File: config.mk
export PLATFORM = sky130hd
export DESIGN_NAME = npc_seq_ctrl
export DESIGN_NICKNAME = d
export VERILOG_FILES = /design/src/rtl/npc_seq_ctrl.sv
export SDC_FILE = /design/constraint.sdc
export NUM_CORES = 1
export LEC_CHECK = 0
export BUFFER_PORTS_ARGS = -buffer_cell sky130_fd_sc_hd__buf_2
export CAP_MARGIN = 20
export CORE_ASPECT_RATIO = 1.1
export CORE_UTILIZATION = 46
export CTS_CLUSTER_SIZE = 40
export DETAILED_ROUTE_END_ITERATION = 10
export HOLD_SLACK_MARGIN = 0.06
export PLACE_DENSITY = 0.82
export SYNTH_ARGS = -nofsm -noshare
export SYNTH_HDL_FRONTEND = slang
export SYNTH_SLANG_ARGS = --single-unit
export TNS_END_PERCENT = 50
File: constraint.sdc
create_clock -name clk -period 2.5 [get_ports clk]
set_input_delay 0.5 -clock clk [delete_from_list [all_inputs] [get_ports clk]]
set_output_delay 0.5 -clock clk [all_outputs]
set_load 0.05 [all_outputs]
File: src/rtl/npc_seq_ctrl.sv
// Multi-cycle sequencer for the single-issue NPC core: fetch, wait, execute settle,
// writeback, with sticky halt on ebreak, illegal opcode, fetch timeout or misaligned target.
module npc_seq_ctrl #(
  parameter logic [63:0] RESET_PC      = 64'h8000_0000,
  parameter int unsigned FETCH_TIMEOUT = 255
) (
  input  logic        clk,
  input  logic        rst,
  output logic        imem_req_valid,
  output logic [63:0] imem_req_addr,
  input  logic        imem_req_ready,
  input  logic        imem_resp_valid,
  input  logic [31:0] imem_resp_data,
  output logic [31:0] inst,
  output logic [63:0] pc,
  input  logic [63:0] exu_npc,
  input  logic        exu_wen_pc,
  input  logic        exu_wen_reg,
  output logic        rf_wen,
  output logic        halt,
  output logic [2:0]  halt_cause,
  output logic [63:0] instret,
  output logic [2:0]  state
);

  typedef enum logic [2:0] {
    S_RESET   = 3'd0,
    S_IF_REQ  = 3'd1,
    S_IF_WAIT = 3'd2,
    S_EX      = 3'd3,
    S_WB      = 3'd4,
    S_HALT    = 3'd5
  } state_t;

  localparam logic [31:0] EBREAK = 32'h0010_0073;
  localparam int TW = $clog2(FETCH_TIMEOUT + 1);
  // Counter value seen in the last permitted wait cycle.
  localparam logic [TW-1:0] TO_LAST = TW'(FETCH_TIMEOUT - 1);

  state_t        cur, nxt;
  logic [TW-1:0] to_cnt;
  logic [63:0]   target;
  logic          misaligned, is_ebreak, is_legal, timed_out;

  assign target     = exu_wen_pc ? exu_npc : pc + 64'd4;
  assign misaligned = target[1:0] != 2'b00;
  assign is_ebreak  = imem_resp_data == EBREAK;
  assign timed_out  = to_cnt == TO_LAST;

  always_comb begin
    is_legal = 1'b0;
    case (imem_resp_data[6:0])
      7'b0010011, 7'b0110111, 7'b0010111, 7'b1101111, 7'b1100111: is_legal = 1'b1;
      default: is_legal = 1'b0;
    endcase
  end

  always_ff @(posedge clk) begin
    if (rst) cur <= S_RESET;
    else     cur <= nxt;
  end

  always_comb begin
    nxt = cur;
    case (cur)
      S_RESET:   nxt = S_IF_REQ;
      S_IF_REQ:  if (imem_req_ready) nxt = S_IF_WAIT;
      S_IF_WAIT: begin
        if (imem_resp_valid) nxt = (is_ebreak || !is_legal) ? S_HALT : S_EX;
        else if (timed_out)  nxt = S_HALT;
      end
      S_EX:      nxt = S_WB;
      S_WB:      nxt = misaligned ? S_HALT : S_IF_REQ;
      S_HALT:    nxt = S_HALT;
      default:   nxt = S_RESET;
    endcase
  end

  // Reset gating keeps an aborted writeback or fetch from leaking out on the reset edge.
  always_comb begin
    imem_req_valid = !rst && (cur == S_IF_REQ);
    rf_wen         = !rst && (cur == S_WB) && !misaligned && exu_wen_reg && (inst[11:7] != 5'd0);
  end

  always_ff @(posedge clk) begin
    if (rst) begin
      pc         <= RESET_PC;
      inst       <= 32'h0000_0013;
      halt       <= 1'b0;
      halt_cause <= 3'd0;
      instret    <= 64'd0;
      to_cnt     <= '0;
    end else begin
      case (cur)
        S_IF_REQ: if (imem_req_ready) to_cnt <= '0;
        S_IF_WAIT: begin
          if (imem_resp_valid) begin
            inst <= imem_resp_data;
            if (is_ebreak) begin
              halt       <= 1'b1;
              halt_cause <= 3'd1;
              instret    <= instret + 64'd1;
            end else if (!is_legal) begin
              halt       <= 1'b1;
              halt_cause <= 3'd2;
            end
          end else if (timed_out) begin
            halt       <= 1'b1;
            halt_cause <= 3'd3;
          end else begin
            to_cnt <= to_cnt + 1'b1;
          end
        end
        S_WB: begin
          if (misaligned) begin
            halt       <= 1'b1;
            halt_cause <= 3'd4;
          end else begin
            pc      <= target;
            instret <= instret + 64'd1;
          end
        end
        default: ;
      endcase
    end
  end

  assign imem_req_addr = pc;
  assign state         = cur;

endmodule

* Word-level counts from Yosys, hierarchy flattened
Index checks and enable logic that the tools add are counted.
Widths: inputs -> output; s select.
** Operators by class
- Add/sub/neg operators :: 3
- Equal/unequal tests :: 21
- Mux-type cells :: 28
- Reductions and logical operators :: 21
- Bitwise gates (word level) :: 1
** Operator list (number)
- $mux 64 :: 4
- $pmux 64 s2 :: 1
- $add 64x1->64 const B :: 1
- $add 64x3->64 const B :: 1
- $eq 32x21->1 const B :: 1
- $mux 3 :: 10
- $mux 8 :: 3
- $pmux 3 s6 :: 1
- $pmux 8 s2 :: 1
- $eq 7x5->1 const B :: 2
- $eq 7x7->1 const B :: 2
- $ne 2x2->1 const B :: 7
- $reduce_and 4->1 :: 3
- $add 8x1->8 const B :: 1
- $eq 8x8->1 const B :: 1
- $eq 7x6->1 const B :: 1
- $eq 3x2->1 const B :: 2
- $eq 3x3->1 const B :: 2
- $mux 1 :: 6
- $pmux 3 s2 :: 1
- $reduce_and 2->1 :: 3
- $reduce_bool 2->1 :: 3
- $logic_and 1x1->1 :: 5
- $reduce_bool 5->1 :: 1
- 9 further kinds :: 11
** Storage, ports and cells
- Output and inout bits :: 233
- Flip-flop bits (word level) :: 175
- Word-level logic and storage cells :: 81
- Input bits :: 102

* Depth between registers and ports, before layout
Gate-level depths: netlist of run 1.
- Word-level depth :: 8
- Depth in mapped cells :: 9
- Gate-level depth less buffers :: 7

* Least setup slack after synthesis of run 1
OpenSTA, ideal clock, no wires.
- Kind :: register to output
- From :: register cur[2] (netlist: state[2])
- To :: output rf_wen
- Arrival :: 2.846 ns
- Path slack :: -0.846 ns
- Stages on the path, launching flop included :: 7
- Required time :: 2.000 ns
- Path buffers :: 3
- Cells stage by stage :: dfxtp_1 buf_2 nor3b_2 o21ai_1 clkbuf_1 clkbuf_1 nor3_1
** Between the ends
- Longest elaborated chain between the ends :: 5
** RTL lines
- start: declaration :: line 40 : state_t cur, nxt;
- start signal: assignment :: line 60 : else cur <= nxt;
- $eq 3x3->1 :: line 82 : rf_wen = !rst && (cur == S_WB) && !misaligned && exu_wen_reg && (inst[11:7] != 5'd0);
- $logic_and 1x1->1 (4 in series) :: line 82
- end: declaration :: line 19 : output logic rf_wen,
No other way between the ends.

* Final worst setup path of run 1
- From :: register inst[8]
- To :: output rf_wen
** Between the ends
- Longest elaborated chain between the ends :: 2
** RTL lines
- start: declaration :: line 14 : output logic [31:0] inst,
- start signal: assignment :: line 98 : inst <= imem_resp_data;
- $reduce_bool 5->1 :: line 82
- $logic_and 1x1->1 :: line 82
No other way between the ends.

==> summary.txt, run 1 <==
run status -> complete, no violations
worst-case headroom to the max-slew limit -> 0.5074
setup TNS after final layout -> 0 ps
Total Power Consumption -> 6.316 mW
sort of element at the end of the critical path -> output port
number of optimization iterations in the first detailed-route pass -> 5
number of top-level pins -> 335
total clock buffers created by CTS -> 17
Period minus WS final -> 2421 ps
worst min-delay path class -> in -> reg
largest net degree at the start of global routing -> 128
Crit Path Category -> reg -> out
count of mapped cells out of synthesis -> 1292
yosys synthesis warning count -> 0
Detail Placement HPWL -> 24.25 mm
Mean Syn Cell Area -> 7.673 sq um
share of layout cells above drive strength 1 -> 0.3243
Core ar. -> 0.02085 sq mm
post-synthesis instance area -> 0.009913 sq mm
clock tree from TritonCTS -> done
Max Clk Rate -> 413.1 MHz
R2R setup slack -> 110 ps
first-iteration detailed-routing DRC count -> 973
Area after DPL -> 0.01208 sq mm
effective utilization at floorplan -> 0.4754
clock network latency to the later pin of the worst-skew pair -> 440 ps
max capacitance violation total -> 0
post-route insts no fill -> 1917
Tot GR Track Use -> 0.2953
type of origin of the critical path -> register
register area share after synthesis -> 0.3534
number of failing setup endpoints in the final timing report -> 0
Worst EP arrival -> 1920 ps
maximum fanout encountered on the critical timing path -> 3
final hold violations -> 0
Slew @ Worst Pin -> 739.0 ps
remaining global-route overflow -> 0
number of cells in the design after placement -> 1878
endpoint required time on the critical path -> 2000 ps
synthesized flop and latch total -> 175
final standard cell area without fillers -> 0.01278 sq mm
count of pins over their slew limit -> 0
H-tree levels -> 4
RSZ-0062 raised after global routing -> false
number of nets in the layout -> 1721
DRC violation count after routing -> 0
clock transition at the registers of the reported paths -> 80 ps
Post-synth EDFFs -> 0
site row count -> 55
total power density per cell area -> 494.2 mW/mm^2
via count of the first global-routing pass -> 10338
leakage power total -> 5.315 nW
routed wire length -> 33.40 mm
Root Buffer Master -> clkbuf_16
final period utilization -> 0.9683
proportion of synthesized flip-flops having asynchronous set or reset -> 0
die span in x -> 142.0 microns
skew final -> 16.52 ps
synthesized netlist net count -> 1398
IO buf count -> 334
initial antenna violation count -> 5
die outline height -> 156.0 microns
most instantiated flip-flop cell in the synthesis netlist -> dfxtp_1
distinct cell type count of the synthesized netlist -> 75
area enclosed by the die boundary -> 0.02214 sq mm
Layout area overhead -> 28.90%
total via count in the routed design -> 11309
placer congestion estimate -> 0.8917
detail-routed net length per standard cell -> 17.42 microns
Max rail drop VDD -> 0.4550 mV
wire length of the first global-routing pass -> 52.45 mm
buffer depth of the longest clock path -> 2
number of nets still failing antenna checks after routing -> 0
TritonCTS sink count -> 175
post-DR vias/cell -> 5.899
[cell type report]
type	count	area, sq um
Timing Repair Buffer	451	2595
Sequential cell	175	3525
Multi-Input combinational cell	956	5609
Fill cell	1834	8073
Clock inverter	14	191.4
Inverter	14	52.55
Clock buffer	18	439.2
Antenna cell	4	10.01
Tap cell	285	356.6
[cell usage after synthesis (3+ instances only)]
master	number	area, sq um
or3_1	33	206.5
o41ai_1	3	26.28
nor3_1	39	195.2
and4_1	18	157.7
dfxtp_1	175	3503
o21a_1	3	22.52
and2_1	17	106.4
o211ai_1	3	22.52
o21ai_0	64	320.3
nand3_1	65	325.3
xnor2_1	16	140.1
or2_2	3	18.77
a32o_1	7	70.07
or4_1	25	187.7
clkbuf_1	75	281.5
nand3b_1	6	45.04
ha_1	4	50.05
a21o_1	6	45.04
a22oi_1	16	120.1
nor2b_1	8	50.05
and3_1	35	219.0
xor2_1	13	113.9
nand4_1	51	319.1
a31oi_1	21	131.4
buf_2	5	25.02
nand2_1	155	581.8
mux2i_1	14	140.1
o22ai_1	7	43.79
nor2_1	89	334.1
inv_1	13	48.80
nor4_1	28	175.2
a22o_1	3	26.28
nor3b_1	5	37.54
a211oi_1	10	75.07
buf_4	64	480.5
a21oi_1	116	580.6
nor4b_1	3	26.28
o31ai_1	28	210.2
[stage by stage]
stage                     setup slack (ps)  utilization  hold WS, ps
after floorplan                     -428.1            -        469.2
after global placement              -364.4       0.5795        435.3
after detailed placement            -427.6       0.5795        438.0
after CTS                            13.29       0.6108        290.3
after global routing                 4.924       0.6127        298.4
final                                79.33       0.6128        301.5
[registers in the layout, indices dropped and copies added, names as in the netlist]
signal	count
state	3
halt	1
to_cnt	8
instret	64
halt_cause	3
imem_req_addr	64
inst	32
[cells by family (layout without fill, tap and decap cells)]
logic type	count (synthesis)	count (layout)	share of synthesized area
flip-flops	175	175	0.3534
adder cells (fa/ha/maj)	4	4	0.005049
AND/OR/NAND/NOR	599	599	0.3222
other	0	4	0
XOR/XNOR	29	29	0.02562
buffers and inverters	161	497	0.08608
multiplexers	16	16	0.01641
AO/OA/AOI/OAI	308	308	0.1912
[layer usage]
layer | vias up | wire length, microns | track usage | share of wire
met5 | - | 14 | 0 | 0.00042
met4 | 2 | 1062 | 0.1198 | 0.032
met3 | 83 | 2583 | 0.05617 | 0.077
met2 | 566 | 16510 | 0.5177 | 0.49
met1 | 5310 | 13230 | 0.3530 | 0.40
li1 | 5348 | - | - | -
[critical path: stages, from the launching register on]
cell and delay [ps]:
dfxtp_1 330, or4_1 500, o21ai_0 360, nor3_4 90, buf_4 210
[worst paths after layout]
| kind | from | cells after the start | to |
|---|---|---|---|
| worst max-delay path | inst[8] | 4 | rf_wen |
| worst min-delay path | imem_resp_data[16] | 3 | inst[16] |
| worst max register to register | imem_req_addr[3] | 7 | imem_req_addr[62] |
| worst min register to register | halt | 2 | halt |
[cells in the final DEF (no fill, tap or decap), types with 18 or more instances in the layout]
cell type / n
buf_2: 331
dfxtp_1: 158
nand2_1: 155
buf_4: 117
a21oi_1: 116
nor2_1: 88
nand3_1: 65
o21ai_0: 64
nand4_1: 51
nor3_1: 38
and3_1: 35
or3_1: 33
o31ai_1: 28
nor4_1: 27
or4_1: 25
a31oi_1: 21
and4_1: 18
[where the power goes]
| group | switching (mW) | leakage (nW) | total [mW] | internal, mW |
|---|---|---|---|---|
| Combinational | 0.401 | 3.59 | 0.602 | 0.201 |
| Clock | 1.31 | 0.307 | 2.87 | 1.56 |
| Sequential | 0.0306 | 1.42 | 2.84 | 2.81 |
[what timing repair did]
item,in CTS,in global routing
pin swaps,0,3
gates resized for setup,4,2
hold buffers,0,0
buffers inserted,0,3
hold endpoints to repair,0,0
endpoints found under the setup margin,3,21
gates cloned,0,0
Note: power is estimated with default switching activity, not from simulation.
==> inputs of run 2 (changes only) <==
--- a/config.mk
+++ b/config.mk
@@ -12,7 +12,7 @@
 export CTS_CLUSTER_SIZE = 40
 export DETAILED_ROUTE_END_ITERATION = 10
 export HOLD_SLACK_MARGIN = 0.06
-export PLACE_DENSITY = 0.82
+export PLACE_DENSITY_LB_ADDON = 0.25
 export SYNTH_ARGS = -nofsm -noshare
 export SYNTH_HDL_FRONTEND = slang
 export SYNTH_SLANG_ARGS = --single-unit
==> constraint.sdc (replaced) <==
create_clock -name clk -period 2.5 [get_ports clk]
set_input_delay 0.5 -clock clk [delete_from_list [all_inputs] [get_ports clk]]
set_output_delay 0.5 -clock clk [all_outputs]
set_load 0.01 [all_outputs]
==> run 2 against run 1 <==
  * First-iteration DRC count shrank 24%
  * Fmax rose by 2.4%
  * Global-route usage is 0.50 points higher
  * Critical path type is now reg -> reg
  * Worst hold slack barely moved
  * Non-clock buffer count grew 5
  * Design area down 0.28%
  * Total power is 3.5% lower
==> summary.txt, run 2 (synthesis results as in run 1) <==
final period utilization -> 0.9453 (was 0.9683)
type of origin of the critical path -> register (unchanged)
total via count in the routed design -> 11134 (was 11309)
via count of the first global-routing pass -> 10359 (was 10338)
number of optimization iterations in the first detailed-route pass -> 5 (unchanged)
worst-case headroom to the max-slew limit -> 0.4982 (was 0.5074)
Period minus WS final -> 2363 ps (was 2421 ps)
total clock buffers created by CTS -> 17 (unchanged)
endpoint required time on the critical path -> 2870 ps (was 2000 ps)
initial antenna violation count -> 5 (unchanged)
Detail Placement HPWL -> 24.64 mm (was 24.25 mm)
H-tree levels -> 4 (unchanged)
routed wire length -> 33.68 mm (was 33.40 mm)
clock network latency to the later pin of the worst-skew pair -> 440 ps (about the same)
leakage power total -> 5.308 nW (was 5.315 nW)
clock tree from TritonCTS -> done (unchanged)
die outline height -> 156.0 microns (unchanged)
number of nets in the layout -> 1726 (was 1721)
remaining global-route overflow -> 0 (unchanged)
Max Clk Rate -> 423.2 MHz (was 413.1 MHz)
TritonCTS sink count -> 175 (unchanged)
IO buf count -> 334 (unchanged)
max capacitance violation total -> 0 (unchanged)
maximum fanout encountered on the critical timing path -> 5 (was 3)
run status -> complete, no violations (unchanged)
clock transition at the registers of the reported paths -> 70 ps (was 80 ps)
Layout area overhead -> 28.54% (was 28.90%)
Max rail drop VDD -> 0.4723 mV (was 0.4550 mV)
most frequent cells in the layout -> buf_2 (332), dfxtp_1 (174), nand2_1 (155) (was buf_2 (331), dfxtp_1 (158), nand2_1 (155))
Root Buffer Master -> clkbuf_16 (unchanged)
final hold violations -> 0 (unchanged)
Tot GR Track Use -> 0.3003 (was 0.2953)
number of top-level pins -> 335 (unchanged)
area enclosed by the die boundary -> 0.02214 sq mm (unchanged)
crit path setup slack, layout -> 136.8 ps (was 79.33 ps)
skew final -> 12.58 ps (was 16.52 ps)
Core ar. -> 0.02085 sq mm (unchanged)
Storage cell area -> 0.003505 sq mm (was 0.003525 sq mm)
Slew @ Worst Pin -> 749.9 ps (was 739.0 ps)
sort of element at the end of the critical path -> register (was output port)
number of nets still failing antenna checks after routing -> 0 (unchanged)
setup TNS after final layout -> 0 ps (unchanged)
worst setup slack after placement -> -272.4 ps (was -427.6 ps)
site row count -> 55 (unchanged)
share of layout cells above drive strength 1 -> 0.3141 (was 0.3243)
Crit Path Category -> reg -> reg (was reg -> out)
number of fillers in the final layout -> 1978 (was 1834)
largest net degree at the start of global routing -> 128 (unchanged)
first-iteration detailed-routing DRC count -> 735 (was 973)
die span in x -> 142.0 microns (unchanged)
effective utilization at floorplan -> 0.4754 (unchanged)
RSZ-0062 raised after global routing -> false (unchanged)
count of pins over their slew limit -> 0 (unchanged)
area of the multi-input gates -> 0.005578 sq mm (was 0.005609 sq mm)
post-DR vias/cell -> 5.796 (was 5.899)
DRC violation count after routing -> 0 (unchanged)
wire length of the first global-routing pass -> 53.05 mm (was 52.45 mm)
placer congestion estimate -> 0.8673 (was 0.8917)
detail-routed net length per standard cell -> 17.53 microns (was 17.42 microns)
number of failing setup endpoints in the final timing report -> 0 (unchanged)
total power density per cell area -> 478.1 mW/mm^2 (was 494.2 mW/mm^2)
buffer depth of the longest clock path -> 2 (unchanged)
Worst EP arrival -> 2730 ps (was 1920 ps)
worst min-delay path class -> in -> reg (unchanged)
most common library cell in the layout ignoring fill and taps -> buf_2 (unchanged)
## run 2: changes by cell type in the layout (fill, tap and decap cells not counted), moves of 3 or more
cell,change
buf_4,+3
inv_8,-5
dfxtp_2,-16
dfxtp_1,+16
clkinvlp_4,+3
## run 2: final cells by class
cell class / count / area share
diodes: 3 / 0.0005892
clock buffers: 21 / 0.03692
clock inverters: 11 / 0.01021
inverters: 14 / 0.004124
multi-input cells: 956 / 0.4377
flip-flops and latches: 175 / 0.2750
well taps: 285 / 0.02799
repair buffers: 456 / 0.2074
## run 2: stage by stage
stage            util  area, sq um  hold slack [ps]  power, mW  cells
3_5_place_dp   0.5815        12120            441.7      3.390   1886
3_3_place_gp   0.5815        12120            437.3      3.384   1886
4_1_cts        0.6106        12730            296.2      6.113   1918
6_report       0.6111        12740            301.8      6.092   1921
2_1_floorplan       -         9913            469.2      3.157   1292
5_1_grt        0.6109        12740            298.3      6.276   1919
## run 2: where the power goes
part | switching (mW) | internal, mW | total (mW)
Combinational | 0.288 | 0.201 | 0.489
Sequential | 0.0298 | 2.81 | 2.84
Clock | 1.20 | 1.56 | 2.76
Total | 1.52 | 4.58 | 6.09
## run 2: final timing paths
path                       endpoint          startpoint  cells after the start  slack (ps)
setup / recovery  imem_req_addr[62]    imem_req_addr[2]                      8         140
hold / removal             inst[28]  imem_resp_data[28]                      3         300
setup reg to reg  imem_req_addr[62]    imem_req_addr[2]                      8         140
hold reg to reg                halt                halt                      2         450
## run 2: worst max-delay path, stage by stage, from the launching register on
cell     delay [ps]
dfxtp_1         340
ha_1            220
nand3_1         150
or3_1           510
nor4_4          170
buf_4           190
nand4_1         130
or4_1           420
a31oi_1         170
## run 2: repair_timing
item | in CTS | in global routing
endpoints found under the setup margin | 1 | 12
buffers inserted | 0 | 0
gates resized for setup | 1 | 2
hold buffers | 0 | 0
## run 2: routing by layer
| metal | global-route usage | wire length, microns |
|---|---|---|
| met1 | 0.3643 | 13970 |
| met3 | 0.05003 | 2167 |
| met5 | 0 | 22 |
| met4 | 0.1106 | 864 |
| met2 | 0.5304 | 16660 |
==> inputs of run 3 (changes only) <==
--- a/config.mk
+++ b/config.mk
@@ -7,8 +7,10 @@
 export LEC_CHECK = 0
 export BUFFER_PORTS_ARGS = -buffer_cell sky130_fd_sc_hd__buf_2
 export CAP_MARGIN = 20
+export CELL_PAD_IN_SITES_DETAIL_PLACEMENT = 1
+export CELL_PAD_IN_SITES_GLOBAL_PLACEMENT = 2
 export CORE_ASPECT_RATIO = 1.1
-export CORE_UTILIZATION = 46
+export CORE_UTILIZATION = 25
 export CTS_CLUSTER_SIZE = 40
 export DETAILED_ROUTE_END_ITERATION = 10
 export HOLD_SLACK_MARGIN = 0.06
==> run 3 against run 2 <==
  * Sequential share of layout area decreased by 0.98 points
  * Register-to-register slack about the same
  * Non-clock buffer count increased by 15
  * Worst hold slack got worse by 17 ps
  * Count of clock-buffer cells in the layout increased by 1
  * Critical path depth increased by 1
  * Total power increased by 1.8%
  * Utilization decreased by 27 points
  * Critical endpoint is now instret[60]
  * Clock skew decreased by 1.7 ps
  * Via count increased by 0.15%
  * Cell count increased by 12%
==> summary.txt, run 3 (synthesis results as in run 1) <==
run status -> complete, no violations (unchanged)
final period utilization -> 0.9452 (was 0.9453)
R2R setup slack -> 150 ps (was 140 ps)
effective utilization at floorplan -> 0.2536 (was 0.4754)
die span in x -> 191.9 microns (was 142.0 microns)
worst-case headroom to the max-slew limit -> 0.5861 (was 0.4982)
number of nets in the layout -> 1741 (was 1726)
TritonCTS sink count -> 175 (unchanged)
first-iteration detailed-routing DRC count -> 502 (was 735)
RSZ-0062 raised after global routing -> true (was false)
largest net degree at the start of global routing -> 128 (unchanged)
Root Buffer Master -> clkbuf_16 (unchanged)
number of nets still failing antenna checks after routing -> 0 (unchanged)
Max rail drop VDD -> 0.5103 mV (was 0.4723 mV)
count of hold-fix buffers inserted at cts -> 0 (unchanged)
Period minus WS final -> 2363 ps (about the same)
sequential fraction of design power -> 0.458 (was 0.467)
Largest stage delay, worst path -> 520 ps (was 510 ps)
initial antenna violation count -> 4 (was 5)
IO buf count -> 334 (unchanged)
type of origin of the critical path -> primary input (was register)
clock network latency to the later pin of the worst-skew pair -> 460 ps (was 440 ps)
RR Startpoint -> imem_req_addr[3] (was imem_req_addr[2])
most frequent cells in the layout -> buf_2 (332), dfxtp_1 (175), nand2_1 (155) (was buf_2 (332), dfxtp_1 (174), nand2_1 (155))
Hold Path Origin -> imem_resp_data[12] (was imem_resp_data[28])
number of gates resized after cts -> 0 (was 1)
routed wire length -> 41.56 mm (was 33.68 mm)
Core ar. -> 0.03908 sq mm (was 0.02085 sq mm)
cell chain of the critical path -> buf_2, nor4_1, nand4_1, o31ai_4, buf_12, nand3_1, buf_4, or4_1, a21oi_1 (was ha_1, nand3_1, or3_1, nor4_4, buf_4, nand4_1, or4_1, a31oi_1)
internal power consumption -> 4.620 mW (was 4.576 mW)
Hold Crit Endpoint -> inst[12] (was inst[28])
wire length of the first global-routing pass -> 65.04 mm (was 53.05 mm)
max capacitance violation total -> 0 (unchanged)
core occupancy in the finished layout -> 0.3379 (was 0.6111)
total via count in the routed design -> 11151 (was 11134)
worst min-delay path class -> in -> reg (unchanged)
most common library cell in the layout ignoring fill and taps -> buf_2 (unchanged)
placer congestion estimate -> 0.8198 (was 0.8673)
share of layout cells above drive strength 1 -> 0.3200 (was 0.3141)
library cell contributing the largest single delay on the critical path -> or4_1 (was or3_1)
Crit Path Category -> in -> reg (was reg -> reg)
Max Clk Rate -> 423.2 MHz (about the same)
setup TNS after final layout -> 0 ps (unchanged)
final hold violations -> 0 (unchanged)
detail-routed net length per standard cell -> 19.25 microns (was 17.53 microns)
post-DR vias/cell -> 5.165 (was 5.796)
total clock buffers created by CTS -> 17 (unchanged)
Switch Pwr -> 1.580 mW (was 1.516 mW)
Critical R2R Capture -> imem_req_addr[62] (unchanged)
fraction of power consumed by the clock network -> 0.459 (was 0.453)
Logic pwr share -> 0.083 (was 0.080)
die outline height -> 210.9 microns (was 156.0 microns)
endpoint required time on the critical path -> 2890 ps (was 2870 ps)
leakage power total -> 5.399 nW (was 5.308 nW)
Slew @ Worst Pin -> 620.8 ps (was 749.9 ps)
number of top-level pins -> 335 (unchanged)
DRC violation count after routing -> 0 (unchanged)
share of total power consumed by net switching -> 0.2548 (was 0.2488)
Hold Path Depth -> 3 (unchanged)
number of optimization iterations in the first detailed-route pass -> 4 (was 5)
# Post-CTS Setup Buffers -> 0 (unchanged)
worst-case reg-to-reg path depth -> 7 (was 8)
H-tree levels -> 4 (unchanged)
site row count -> 76 (was 55)
count of pins over their slew limit -> 0 (unchanged)
skew final -> 10.90 ps (was 12.58 ps)
remaining global-route overflow -> 0 (unchanged)
area enclosed by the die boundary -> 0.04045 sq mm (was 0.02214 sq mm)
Tot GR Track Use -> 0.2072 (was 0.3003)
Worst EP arrival -> 2750 ps (was 2730 ps)
number of failing setup endpoints in the final timing report -> 0 (unchanged)
total power density per cell area -> 469.5 mW/mm^2 (was 478.1 mW/mm^2)
buffer depth of the longest clock path -> 2 (unchanged)
Layout area overhead -> 33.22% (was 28.54%)
clock transition at the registers of the reported paths -> 70 ps (about the same)
clock tree from TritonCTS -> done (unchanged)
sort of element at the end of the critical path -> register (unchanged)
Detail Placement HPWL -> 31.14 mm (was 24.64 mm)
maximum fanout encountered on the critical timing path -> 18 (was 5)
via count of the first global-routing pass -> 11400 (was 10359)
-- run 3: final cells by class --
cell class                 count  area (sq um)
multi-input combinational    956          5608
inverter                      14         52.55
fill                        4801         25880
timing repair buffer         471          2805
sequential                   175          3503
antenna                        5         12.51
tap                          507         634.4
clock buffer                  22         454.2
clock inverter                 9         136.4
-- run 3: stage by stage --
stage	setup slack, ps	power, mW	hold WS [ps]	instances	cell area (sq um)
2_1_floorplan	113.4	3.157	469.2	1292	9913
3_3_place_gp	-347.1	3.415	438.2	2123	12560
3_5_place_dp	-381.3	3.422	447.5	2123	12560
4_1_cts	67.52	6.290	264.3	2154	13160
5_1_grt	-7.738	6.441	277.0	2157	13200
6_report	137.1	6.200	285.0	2159	13210
-- run 3: routing by layer --
metal,global-route usage,wire [microns]
met2,0.3535,20290
met3,0.03938,2125
met5,0,14
met1,0.2569,18230
met4,0.07526,903
-- run 3: power by group through the flow --
stage / combinational (mW) / clock [mW] / sequential [mW]
after floorplan: 0.240 / 0 / 2.92
after global placement: 0.511 / 0 / 2.90
after detailed placement: 0.516 / 0 / 2.91
after CTS: 0.519 / 2.93 / 2.84
after global routing: 0.563 / 3.03 / 2.85
final: 0.512 / 2.85 / 2.84
-- run 3: worst max-delay path, delay by kind of cell --
kind / cells / cell delay, ps
and+or+nand+nor: 4 / 1280
buffers and inverters: 3 / 470
AOI/OAI and AO/OA: 2 / 510
-- run 3: worst max-delay path by stage --
stage                       start          end  slack, ps  depth (start not counted)
3_3_place_gp   imem_resp_data[22]  instret[58]       -350                          9
4_1_cts                  state[0]       rf_wen         70                          5
3_5_place_dp   imem_resp_data[22]  instret[58]       -380                          9
2_1_floorplan   imem_resp_data[3]   instret[8]        110                          7
6_report       imem_resp_data[22]  instret[60]        140                          9
5_1_grt               instret[25]  instret[60]         -8                          8
